**src/rtl/hazard_pkg.sv**
```systemverilog
// hazard_pkg
//   Shared definitions for the hazard/forwarding unit.
//   FWD_RF        : forwarding-select value meaning "use the register file".
//   DST_MAX       : storage width of a register index inside a shadow entry.
//                   Register indices (RBITS) up to this width are supported;
//                   narrower indices are zero-extended.
//   shadow_entry_t: one destination record travelling down the pipeline.
//   fwd_width()   : width of a forwarding select for a given depth.
package hazard_pkg;

  localparam int FWD_RF  = 0;
  localparam int DST_MAX = 16;

  typedef struct packed {
    logic               v;
    logic               wreg;
    logic               load;
    logic [DST_MAX-1:0] dst;
  } shadow_entry_t;

  // Select must encode 0 (register file) and 1..nstg (stage results).
  function automatic int fwd_width(input int nstg);
    return (nstg < 1) ? 1 : $clog2(nstg + 1);
  endfunction

endpackage

```
**src/rtl/hz_src_match.sv**
```systemverilog
// hz_src_match
//   Priority search of one source operand against the shadow pipeline.
//   Ports:
//     id_valid : ID holds a real instruction
//     use_src  : instruction reads this operand
//     src      : source register index
//     ent      : shadow entries, ent[0] = EX (stage 1) ... ent[NSTG-1] = stage NSTG
//     hazard   : operand value is not yet obtainable, ID must stall
//     fwd_sel  : 0 = register file, k = result of stage k
module hz_src_match
  import hazard_pkg::*;
#(
  parameter int NSTG     = 3,
  parameter int LOAD_LAT = 2,
  parameter int FWD_EN   = 1,
  parameter int RBITS    = 5,
  parameter int FW       = fwd_width(NSTG)
) (
  input  logic             id_valid,
  input  logic             use_src,
  input  logic [RBITS-1:0] src,
  input  shadow_entry_t    ent [NSTG],
  output logic             hazard,
  output logic [FW-1:0]    fwd_sel
);

  logic          hit;
  logic          hit_load;
  logic [FW-1:0] hit_stg;
  logic          src_live;

  // $0 is hard-wired, so neither a $0 reader nor a $0 writer ever matches.
  assign src_live = id_valid & use_src & (src != '0);

  always_comb begin
    hit      = 1'b0;
    hit_load = 1'b0;
    hit_stg  = '0;
    // Scan oldest to youngest so the youngest producer is the last to win.
    for (int i = NSTG - 1; i >= 0; i--) begin
      if (ent[i].v && ent[i].wreg && (ent[i].dst != '0) &&
          (ent[i].dst == DST_MAX'(src))) begin
        hit      = 1'b1;
        hit_load = ent[i].load;
        hit_stg  = FW'(i + 1);
      end
    end
  end

  always_comb begin
    hazard  = 1'b0;
    fwd_sel = FW'(FWD_RF);
    if (src_live && hit) begin
      if (FWD_EN == 0) begin
        // Without bypass paths the value is usable only after retirement.
        hazard = 1'b1;
      end else if (int'(hit_stg) < (hit_load ? LOAD_LAT : 1)) begin
        hazard = 1'b1;
      end else begin
        fwd_sel = hit_stg;
      end
    end
  end

endmodule

```
**src/rtl/hazard_fwd_pipe.sv**
```systemverilog
// hazard_fwd_pipe
//   Hazard detection and forwarding control for the ID stage. Tracks the
//   destination records of the NSTG instructions downstream of ID and
//   derives per-operand forwarding selects plus the IF/ID stall.
//   Ports:
//     clk, rst        : rising-edge clock, asynchronous active-low reset
//     id_valid        : ID holds a real instruction
//     id_rs, id_rt    : source indices; id_use_rs/id_use_rt say which are read
//     id_dst          : destination index; id_wreg = writes it; id_load = load
//     flush           : squash the ID instruction (no stall, bubble into EX)
//     stall           : hold PC and IF/ID, inject a bubble into EX
//     fwd_a, fwd_b    : operand selects, 0 = register file, k = stage k result
//     stall_cnt       : saturating count of stalled cycles
//   Handshake: none; the shadow pipeline advances on every clock and the
//   stall is a same-cycle combinational output.
module hazard_fwd_pipe
  import hazard_pkg::*;
#(
  parameter int NSTG     = 3,
  parameter int LOAD_LAT = 2,
  parameter int FWD_EN   = 1,
  parameter int RBITS    = 5,
  parameter int CNT_W    = 16
) (
  input  logic                       clk,
  input  logic                       rst,
  input  logic                       id_valid,
  input  logic [RBITS-1:0]           id_rs,
  input  logic [RBITS-1:0]           id_rt,
  input  logic                       id_use_rs,
  input  logic                       id_use_rt,
  input  logic [RBITS-1:0]           id_dst,
  input  logic                       id_wreg,
  input  logic                       id_load,
  input  logic                       flush,
  output logic                       stall,
  output logic [fwd_width(NSTG)-1:0] fwd_a,
  output logic [fwd_width(NSTG)-1:0] fwd_b,
  output logic [CNT_W-1:0]           stall_cnt
);

  localparam int FW = fwd_width(NSTG);

  // s[0] = EX (stage 1) ... s[NSTG-1] = stage NSTG (WB by default).
  shadow_entry_t s [NSTG];
  shadow_entry_t id_ent;
  logic          hazard_a;
  logic          hazard_b;

  hz_src_match #(
    .NSTG(NSTG), .LOAD_LAT(LOAD_LAT), .FWD_EN(FWD_EN), .RBITS(RBITS), .FW(FW)
  ) u_match_a (
    .id_valid (id_valid),
    .use_src  (id_use_rs),
    .src      (id_rs),
    .ent      (s),
    .hazard   (hazard_a),
    .fwd_sel  (fwd_a)
  );

  hz_src_match #(
    .NSTG(NSTG), .LOAD_LAT(LOAD_LAT), .FWD_EN(FWD_EN), .RBITS(RBITS), .FW(FW)
  ) u_match_b (
    .id_valid (id_valid),
    .use_src  (id_use_rt),
    .src      (id_rt),
    .ent      (s),
    .hazard   (hazard_b),
    .fwd_sel  (fwd_b)
  );

  // A squashed instruction never stalls; it simply becomes a bubble.
  assign stall = (hazard_a | hazard_b) & ~flush;

  always_comb begin
    id_ent = '0;
    if (id_valid && !stall && !flush) begin
      id_ent.v    = 1'b1;
      id_ent.wreg = id_wreg;
      id_ent.load = id_load;
      id_ent.dst  = DST_MAX'(id_dst);
    end
  end

  // Shadow pipeline: no back-pressure, every stage advances each cycle and
  // the record leaving stage NSTG is dropped (register file is write-first).
  always_ff @(posedge clk or negedge rst) begin
    if (!rst) begin
      for (int i = 0; i < NSTG; i++) begin
        s[i] <= '0;
      end
    end else begin
      s[0] <= id_ent;
      for (int i = 1; i < NSTG; i++) begin
        s[i] <= s[i-1];
      end
    end
  end

  always_ff @(posedge clk or negedge rst) begin
    if (!rst) begin
      stall_cnt <= '0;
    end else if (stall && (stall_cnt != '1)) begin
      stall_cnt <= stall_cnt + CNT_W'(1);
    end
  end

endmodule
```
**config.mk**
```make
export PLATFORM = sky130hd
export DESIGN_NAME = hazard_fwd_pipe
export DESIGN_NICKNAME = d
export VERILOG_FILES = /design/src/rtl/hazard_pkg.sv /design/src/rtl/hz_src_match.sv /design/src/rtl/hazard_fwd_pipe.sv
export SDC_FILE = /design/constraint.sdc
export NUM_CORES = 1
export LEC_CHECK = 0
export CORE_ASPECT_RATIO = 0.6
export CORE_MARGIN = 10
export CORE_UTILIZATION = 40
export DETAILED_ROUTE_END_ITERATION = 12
export PLACE_DENSITY = 0.74
export SYNTH_ARGS = -nofsm -noshare
export SYNTH_HDL_FRONTEND = slang
export SYNTH_HIERARCHICAL = 1
export SYNTH_SLANG_ARGS = --single-unit
```
**constraint.sdc**
```tcl
create_clock -name clk -period 3 [get_ports clk]
set_input_delay 0.3 -clock clk [delete_from_list [all_inputs] [get_ports clk]]
set_output_delay 0.3 -clock clk [all_outputs]
set_load 0.05 [all_outputs]
```
==> impl_metrics.json, run 1 <==
{
  "drc": 0,
  "dpl.cell_count": 452,
  "clk_latency_ps": 300,
  "htree_levels": 2,
  "rrSetupSlack_ps": -610,
  "worst_pin_slew_ps": 1286,
  "grt_max_degree": 41,
  "fin_nets": 422,
  "async_reset_ff_share_pct": 100.0,
  "powerDensity_nw_per_um2": 263.8,
  "clk_pin_slew_ps": 80,
  "clock_path_buffers": 2,
  "status": "complete, but fails checks",
  "first_global_vias": 2488,
  "die_h_um": 80.51,
  "violations": "setup timing",
  "start_util_pct": 42.62,
  "cts_root_buf": "clkbuf_8",
  "slew_headroom_pct": 13.47,
  "ys.flop_type": "dfrtp_1",
  "syn_avg_cell_area_um2": 10.66,
  "arrival_ps": 3820,
  "path_depth": 19,
  "critPathKind": "reg -> reg",
  "core_area_um2": 5728,
  "leakagePower_nw": 1.903,
  "wl_per_cell_um": 17.37,
  "grt_pass1_wl_mm": 12.66,
  "numClockSinks": 40,
  "synthDistinctLibCells": 47,
  "final_cell_mix": "66 x conb_1, 43 x buf_4, 37 x dfrtp_1",
  "wl_mm": 8.267,
  "fin_skew_ps": 6.524,
  "hold_path.class": "in -> async",
  "first_pass_iters": 4,
  "slowest_delay_ps": 390,
  "die_w_um": 120.9,
  "ys_warn_count": 6,
  "cts_tree": "yes",
  "ys_ff_latch": 40,
  "slowest_stage": "dfrtp_1",
  "crit_path_frequent_cell": "buf_6",
  "hold_viol": 0,
  "grtUsageTotal_pct": 16.26,
  "path_buf_inv": 5,
  "fin_crit_ps": 3613,
  "crit_start": "s[21]$_DFF_PN0_",
  "seq_area_frac_synth_pct": 41.00,
  "postCtsHoldBufs": 0,
  "startpoint_type": "flop",
  "vias": 2417,
  "slew_violations": 0,
  "r2r-start": "s[21]$_DFF_PN0_",
  "ios": 44,
  "antenna_found_initial": 0,
  "layout_setup_ws_ps": -612.5,
  "crit_family": "simple AND/OR/NAND/NOR gates",
  "drtIter0Drc": 199,
  "finalNonFillerCells": 476,
  "die-area_um2": 9730,
  "hpwl_mm": 5.595,
  "grt-ovfl-total": 0,
  "cts-buffers-inserted": 5,
  "r2r_end": "stall_cnt[13]$_DFFE_PN0P_",
  "syn_inst": 229,
  "critPathMaxFanout": 4,
  "drt.antenna.violating_nets": 0,
  "crit_chain": "buf_6 -> xor2_2 -> nor4_2 -> o21ai_2 -> nor3_4 -> buf_4 -> nor2_2 -> nor2_1 -> ha_2 -> o21ai_2 -> a2bb2oi_2 -> nor3b_2 -> o21ba_4 -> buf_12 -> buf_6 -> nand3_4 -> buf_6 -> nor4_4 -> xor2_1",
  "syn_area_um2": 2441,
  "port_buffers": 43,
  "end_kind": "flop",
  "final_common_cell": "conb_1",
  "fin_crit_sh_pct": 120.4,
  "via_per_inst": 5.078,
  "layout-drive-gt1-share_pct": 33.84,
  "area_growth_pct": 67.45,
  "r2r_cells": 19,
  "drv_cap": 0,
  "rsz0062_at_grt": "true",
  "gp_congestion": 0.9219,
  "rows": 21,
  "synth-edff-count": 0,
  "ir_drop_uv": 190.4,
  "setup_viol": 29,
  "endpoint": "stall_cnt[13]$_DFFE_PN0P_",
  "worstPathRequired_ps": 3210,
  "dp_slack_ps": -649.8,
  "timing.fmax_ghz": 0.2768,
  "diodes": 0
}
## cell families (layout without fill, tap and decap cells)
kind of cell	Yosys count	after routing	synth area share (%)
XOR/XNOR	34	34	12.20
adder cells (fa/ha/maj)	3	3	1.538
AND/OR/NAND/NOR	111	111	29.83
flip-flops	40	40	41.00
AO/OA/AOI/OAI	27	27	11.12
multiplexers	7	7	3.178
other	1	66	0.1536
buffers and inverters	6	108	0.9737
## power breakdown
group / internal, mW / switching (mW)
Sequential: 0.552 / 0.0184
Combinational: 0.0768 / 0.0806
Clock: 0.158 / 0.192
Total: 0.787 / 0.291
## Yosys cell counts, types with 2 or more instances
master	instances	area share (%)
nor3_4	2	1.3
o21ai_0	7	1.4
or3_1	2	0.51
nor3b_2	2	1.0
nand2b_1	2	0.51
a2111oi_2	2	1.2
a41oi_1	2	0.72
mux2i_1	4	1.6
a21oi_1	2	0.41
or4_4	3	1.4
nand2_1	12	1.8
and3_1	2	0.51
o21ba_2	3	1.2
nor4b_2	2	1.2
and2_1	7	1.8
a2bb2oi_1	2	0.72
inv_1	5	0.77
and2b_2	2	0.72
dfrtp_1	40	41
nor2_2	2	0.51
nor2_1	16	2.5
o311a_1	2	0.82
o2111a_2	4	2.1
ha_1	3	1.5
xor2_1	33	12
nand3_1	4	0.82
a2111oi_4	2	2.3
nor4b_1	3	1.1
mux2_2	2	0.92
nor2b_1	2	0.51
nand4b_1	2	0.72
or4b_1	2	0.82
nor4_1	20	5.1
or4_1	4	1.2
nand4_1	3	0.77
nor3_1	11	2.3
## metrics by stage
stage	power (mW)	util (%)	cell area (um^2)	TNS, ps	hold WS, ps
floorplan	0.6318	-	2775	-323.2	4.409
global placement	0.7146	62.87	3601	-10460	374.0
detailed placement	0.7192	62.87	3601	-12750	384.1
CTS	1.060	67.82	3885	-6922	164.4
global route	1.120	71.36	4088	-13220	200.6
finish	1.078	71.36	4088	-9973	129.4
## worst min path at each step
stage / startpoint / end / slack [ps] / cells past startpoint
floorplan: rst / s[0]$_DFF_PN0_ / 4 / 0
global placement: s[55]$_DFF_PN0_ / s[36]$_DFF_PN0_ / 370 / 0
detailed placement: s[55]$_DFF_PN0_ / s[36]$_DFF_PN0_ / 380 / 0
CTS: rst / stall_cnt[1]$_DFFE_PN0P_ / 160 / 1
global route: rst / stall_cnt[0]$_DFFE_PN0P_ / 200 / 1
finish: rst / stall_cnt[0]$_DFFE_PN0P_ / 130 / 1
## per-layer routing
layer | up-vias | part of all wire, % | track usage, %
met5 | - | 0 | 0
met4 | 0 | 1.5 | 5.156
met3 | 14 | 8.2 | 5.237
met2 | 105 | 47 | 25.87
met1 | 1165 | 43 | 20.51
li1 | 1133 | - | -
## registers in the layout, indices dropped and copies added (netlist names)
name       cells
stall_cnt     16
s             24
## repair_timing
| item | CTS | global route |
|---|---|---|
| resized for setup | 37 | 35 |
| endpoints found under the setup margin | 28 | 29 |
| pin swaps | 19 | 26 |
| setup buffers | 12 | 8 |
## area by class of cell
type	instances	area, um^2
Clock buffer	6	72.57
Clock inverter	1	5.005
Fill cell	423	1640
Inverter	5	18.77
Multi-Input combinational cell	248	1974
Sequential cell	40	1005
Tap cell	80	100.1
Timing Repair Buffer	96	912.1
Note: power is estimated with default switching activity, not from simulation.
==> run 2: changes to the inputs <==
--- a/config.mk
+++ b/config.mk
@@ -7,9 +7,9 @@
 export LEC_CHECK = 0
 export CORE_ASPECT_RATIO = 0.6
 export CORE_MARGIN = 10
-export CORE_UTILIZATION = 40
+export CORE_UTILIZATION = 45
 export DETAILED_ROUTE_END_ITERATION = 12
-export PLACE_DENSITY = 0.74
+export PLACE_DENSITY = 0.81
 export SYNTH_ARGS = -nofsm -noshare
 export SYNTH_HDL_FRONTEND = slang
 export SYNTH_HIERARCHICAL = 1
==> impl_metrics.json, run 2 (synthesis gave the netlist of run 1 again) <==
{
  "status": "complete, but fails checks",
  "slew_headroom_pct": 12.45,
  "critPathKind": "reg -> out",
  "largest_register": "s",
  "rrSetupSlack_ps": -700,
  "drv_cap": 0,
  "setup_viol": 29,
  "r2r_end": "stall_cnt[10]$_DFFE_PN0P_",
  "fin_crit_ps": 3800,
  "hold_path.class": "in -> async",
  "fin_crit_sh_pct": 126.7,
  "start_util_pct": 47.35,
  "drc": 0,
  "first_pass_iters": 5,
  "antenna_found_initial": 0,
  "die-area_um2": 8867,
  "r2r-start": "s[20]$_DFF_PN0_",
  "drt.antenna.violating_nets": 0,
  "leakagePower_nw": 1.903,
  "crit_start": "s[20]$_DFF_PN0_",
  "critPathMaxFanout": 4,
  "core_area_um2": 5155,
  "slowest_stage": "dfrtp_1",
  "hold_viol": 0,
  "ir_drop_uv": 229.8,
  "port_buffers": 43,
  "violations": "setup timing",
  "worstPathRequired_ps": 2700,
  "clk_pin_slew_ps": 80,
  "fin_nets": 418,
  "timing.fmax_ghz": 0.2632,
  "clock_path_buffers": 2,
  "cts_tree": "yes",
  "grt_pass1_wl_mm": 13.08,
  "wl_per_cell_um": 19.91,
  "rsz0062_at_grt": "true",
  "grtUsageTotal_pct": 18.17,
  "fin_skew_ps": 6.687,
  "first_global_vias": 2533,
  "worst_pin_slew_ps": 1301,
  "die_h_um": 77.05,
  "via_per_inst": 5.580,
  "numClockSinks": 40,
  "dp_slack_ps": -756.6,
  "crit_family": "compound AO/OA/AOI/OAI gates",
  "utilization_pct": 78.35,
  "end_kind": "output port",
  "path_buf_inv": 4,
  "endpoint": "stall",
  "final_common_cell": "conb_1",
  "final_cell_mix": "66 x conb_1, 39 x dfrtp_1, 38 x buf_4",
  "path_depth": 15,
  "largest_reg_flops": 24,
  "grt_max_degree": 41,
  "clk_latency_ps": 300,
  "layout_setup_ws_ps": -800.1,
  "die_w_um": 115.1,
  "vias": 2561,
  "gp_congestion": 0.9468,
  "powerDensity_nw_per_um2": 290.8,
  "rows": 20,
  "htree_levels": 2,
  "area_growth_pct": 65.45,
  "cts_root_buf": "clkbuf_8",
  "hpwl_mm": 5.700,
  "wl_mm": 9.138,
  "grt-ovfl-total": 0,
  "slowest_delay_ps": 450,
  "diodes": 0,
  "r2r_cells": 16,
  "slew_violations": 0,
  "cts-buffers-inserted": 5,
  "crit_chain": "buf_6 -> xor2_1 -> nor4_1 -> o21ai_1 -> nor3_4 -> mux2i_1 -> mux2i_1 -> ha_2 -> o21ai_1 -> a2bb2oi_1 -> nor3b_2 -> o21ba_4 -> buf_12 -> buf_8 -> buf_12",
  "layout-drive-gt1-share_pct": 32.32,
  "drtIter0Drc": 290,
  "startpoint_type": "flop",
  "ios": 44,
  "largestRegisters": "s (24), stall_cnt (16)",
  "postCtsHoldBufs": 0,
  "arrival_ps": 3500
}
[run 2: changes by cell type in the layout (fill, tap and decap cells not counted), sizes merged]
cell,previous run,this run
buf,59,55
bufinv,0,1
clkdlybuf4s15,0,1
clkdlybuf4s50,29,28
dlygate4sd2,6,8
dlymetal6s2s,2,0
[run 2: timing repair]
action,CTS,global route
gates resized for setup,41,26
cloned,0,0
pin swaps,22,7
endpoints found under the setup margin,29,29
buffers inserted,11,3
[run 2: per-layer routing]
| layer | vias up | share of wire [%] | global-route usage, % |
|---|---|---|---|
| li1 | 1121 | - | - |
| met1 | 1245 | 41 | 23.47 |
| met2 | 159 | 46 | 28.76 |
| met3 | 36 | 8.6 | 4.507 |
| met4 | 0 | 3.9 | 6.034 |
| met5 | - | 0 | 0 |
[run 2: layout make-up]
cell class	count	area [um^2]
Clock inverter	2	35.03
Tap cell	66	82.58
Multi-Input combinational cell	248	1944
Inverter	5	18.77
Fill cell	322	1116
Sequential cell	40	1002
Timing Repair Buffer	92	883.3
Clock buffer	6	72.57
[run 2: where the power goes]
group	total (mW)	switching [mW]	leakage [nW]	internal, mW
Clock	0.445	0.198	0.0552	0.247
Combinational	0.159	0.0835	1.31	0.0759
Sequential	0.570	0.0180	0.538	0.552
[run 2: worst min path at each step]
stage | slack [ps] | cells after the start | start | endpoint
after floorplan | 4 | 0 | rst | s[0]$_DFF_PN0_
after global placement | 370 | 0 | s[55]$_DFF_PN0_ | s[36]$_DFF_PN0_
after detailed placement | 390 | 0 | s[55]$_DFF_PN0_ | s[36]$_DFF_PN0_
after CTS | 160 | 1 | rst | stall_cnt[11]$_DFFE_PN0P_
after global routing | 190 | 1 | rst | stall_cnt[0]$_DFFE_PN0P_
final | 130 | 1 | rst | stall_cnt[13]$_DFFE_PN0P_
[run 2: through the flow]
step	std cells	total power [mW]	hold slack (ps)	TNS, ps	area [um^2]
floorplan	294	0.6318	4.409	-323.2	2775
global placement	437	0.7121	372.5	-10060	3576
detailed placement	437	0.7171	387.7	-15850	3576
CTS	456	1.157	155.1	-6811	3900
global route	459	1.217	195.0	-17820	4039
finish	459	1.174	129.3	-15050	4039
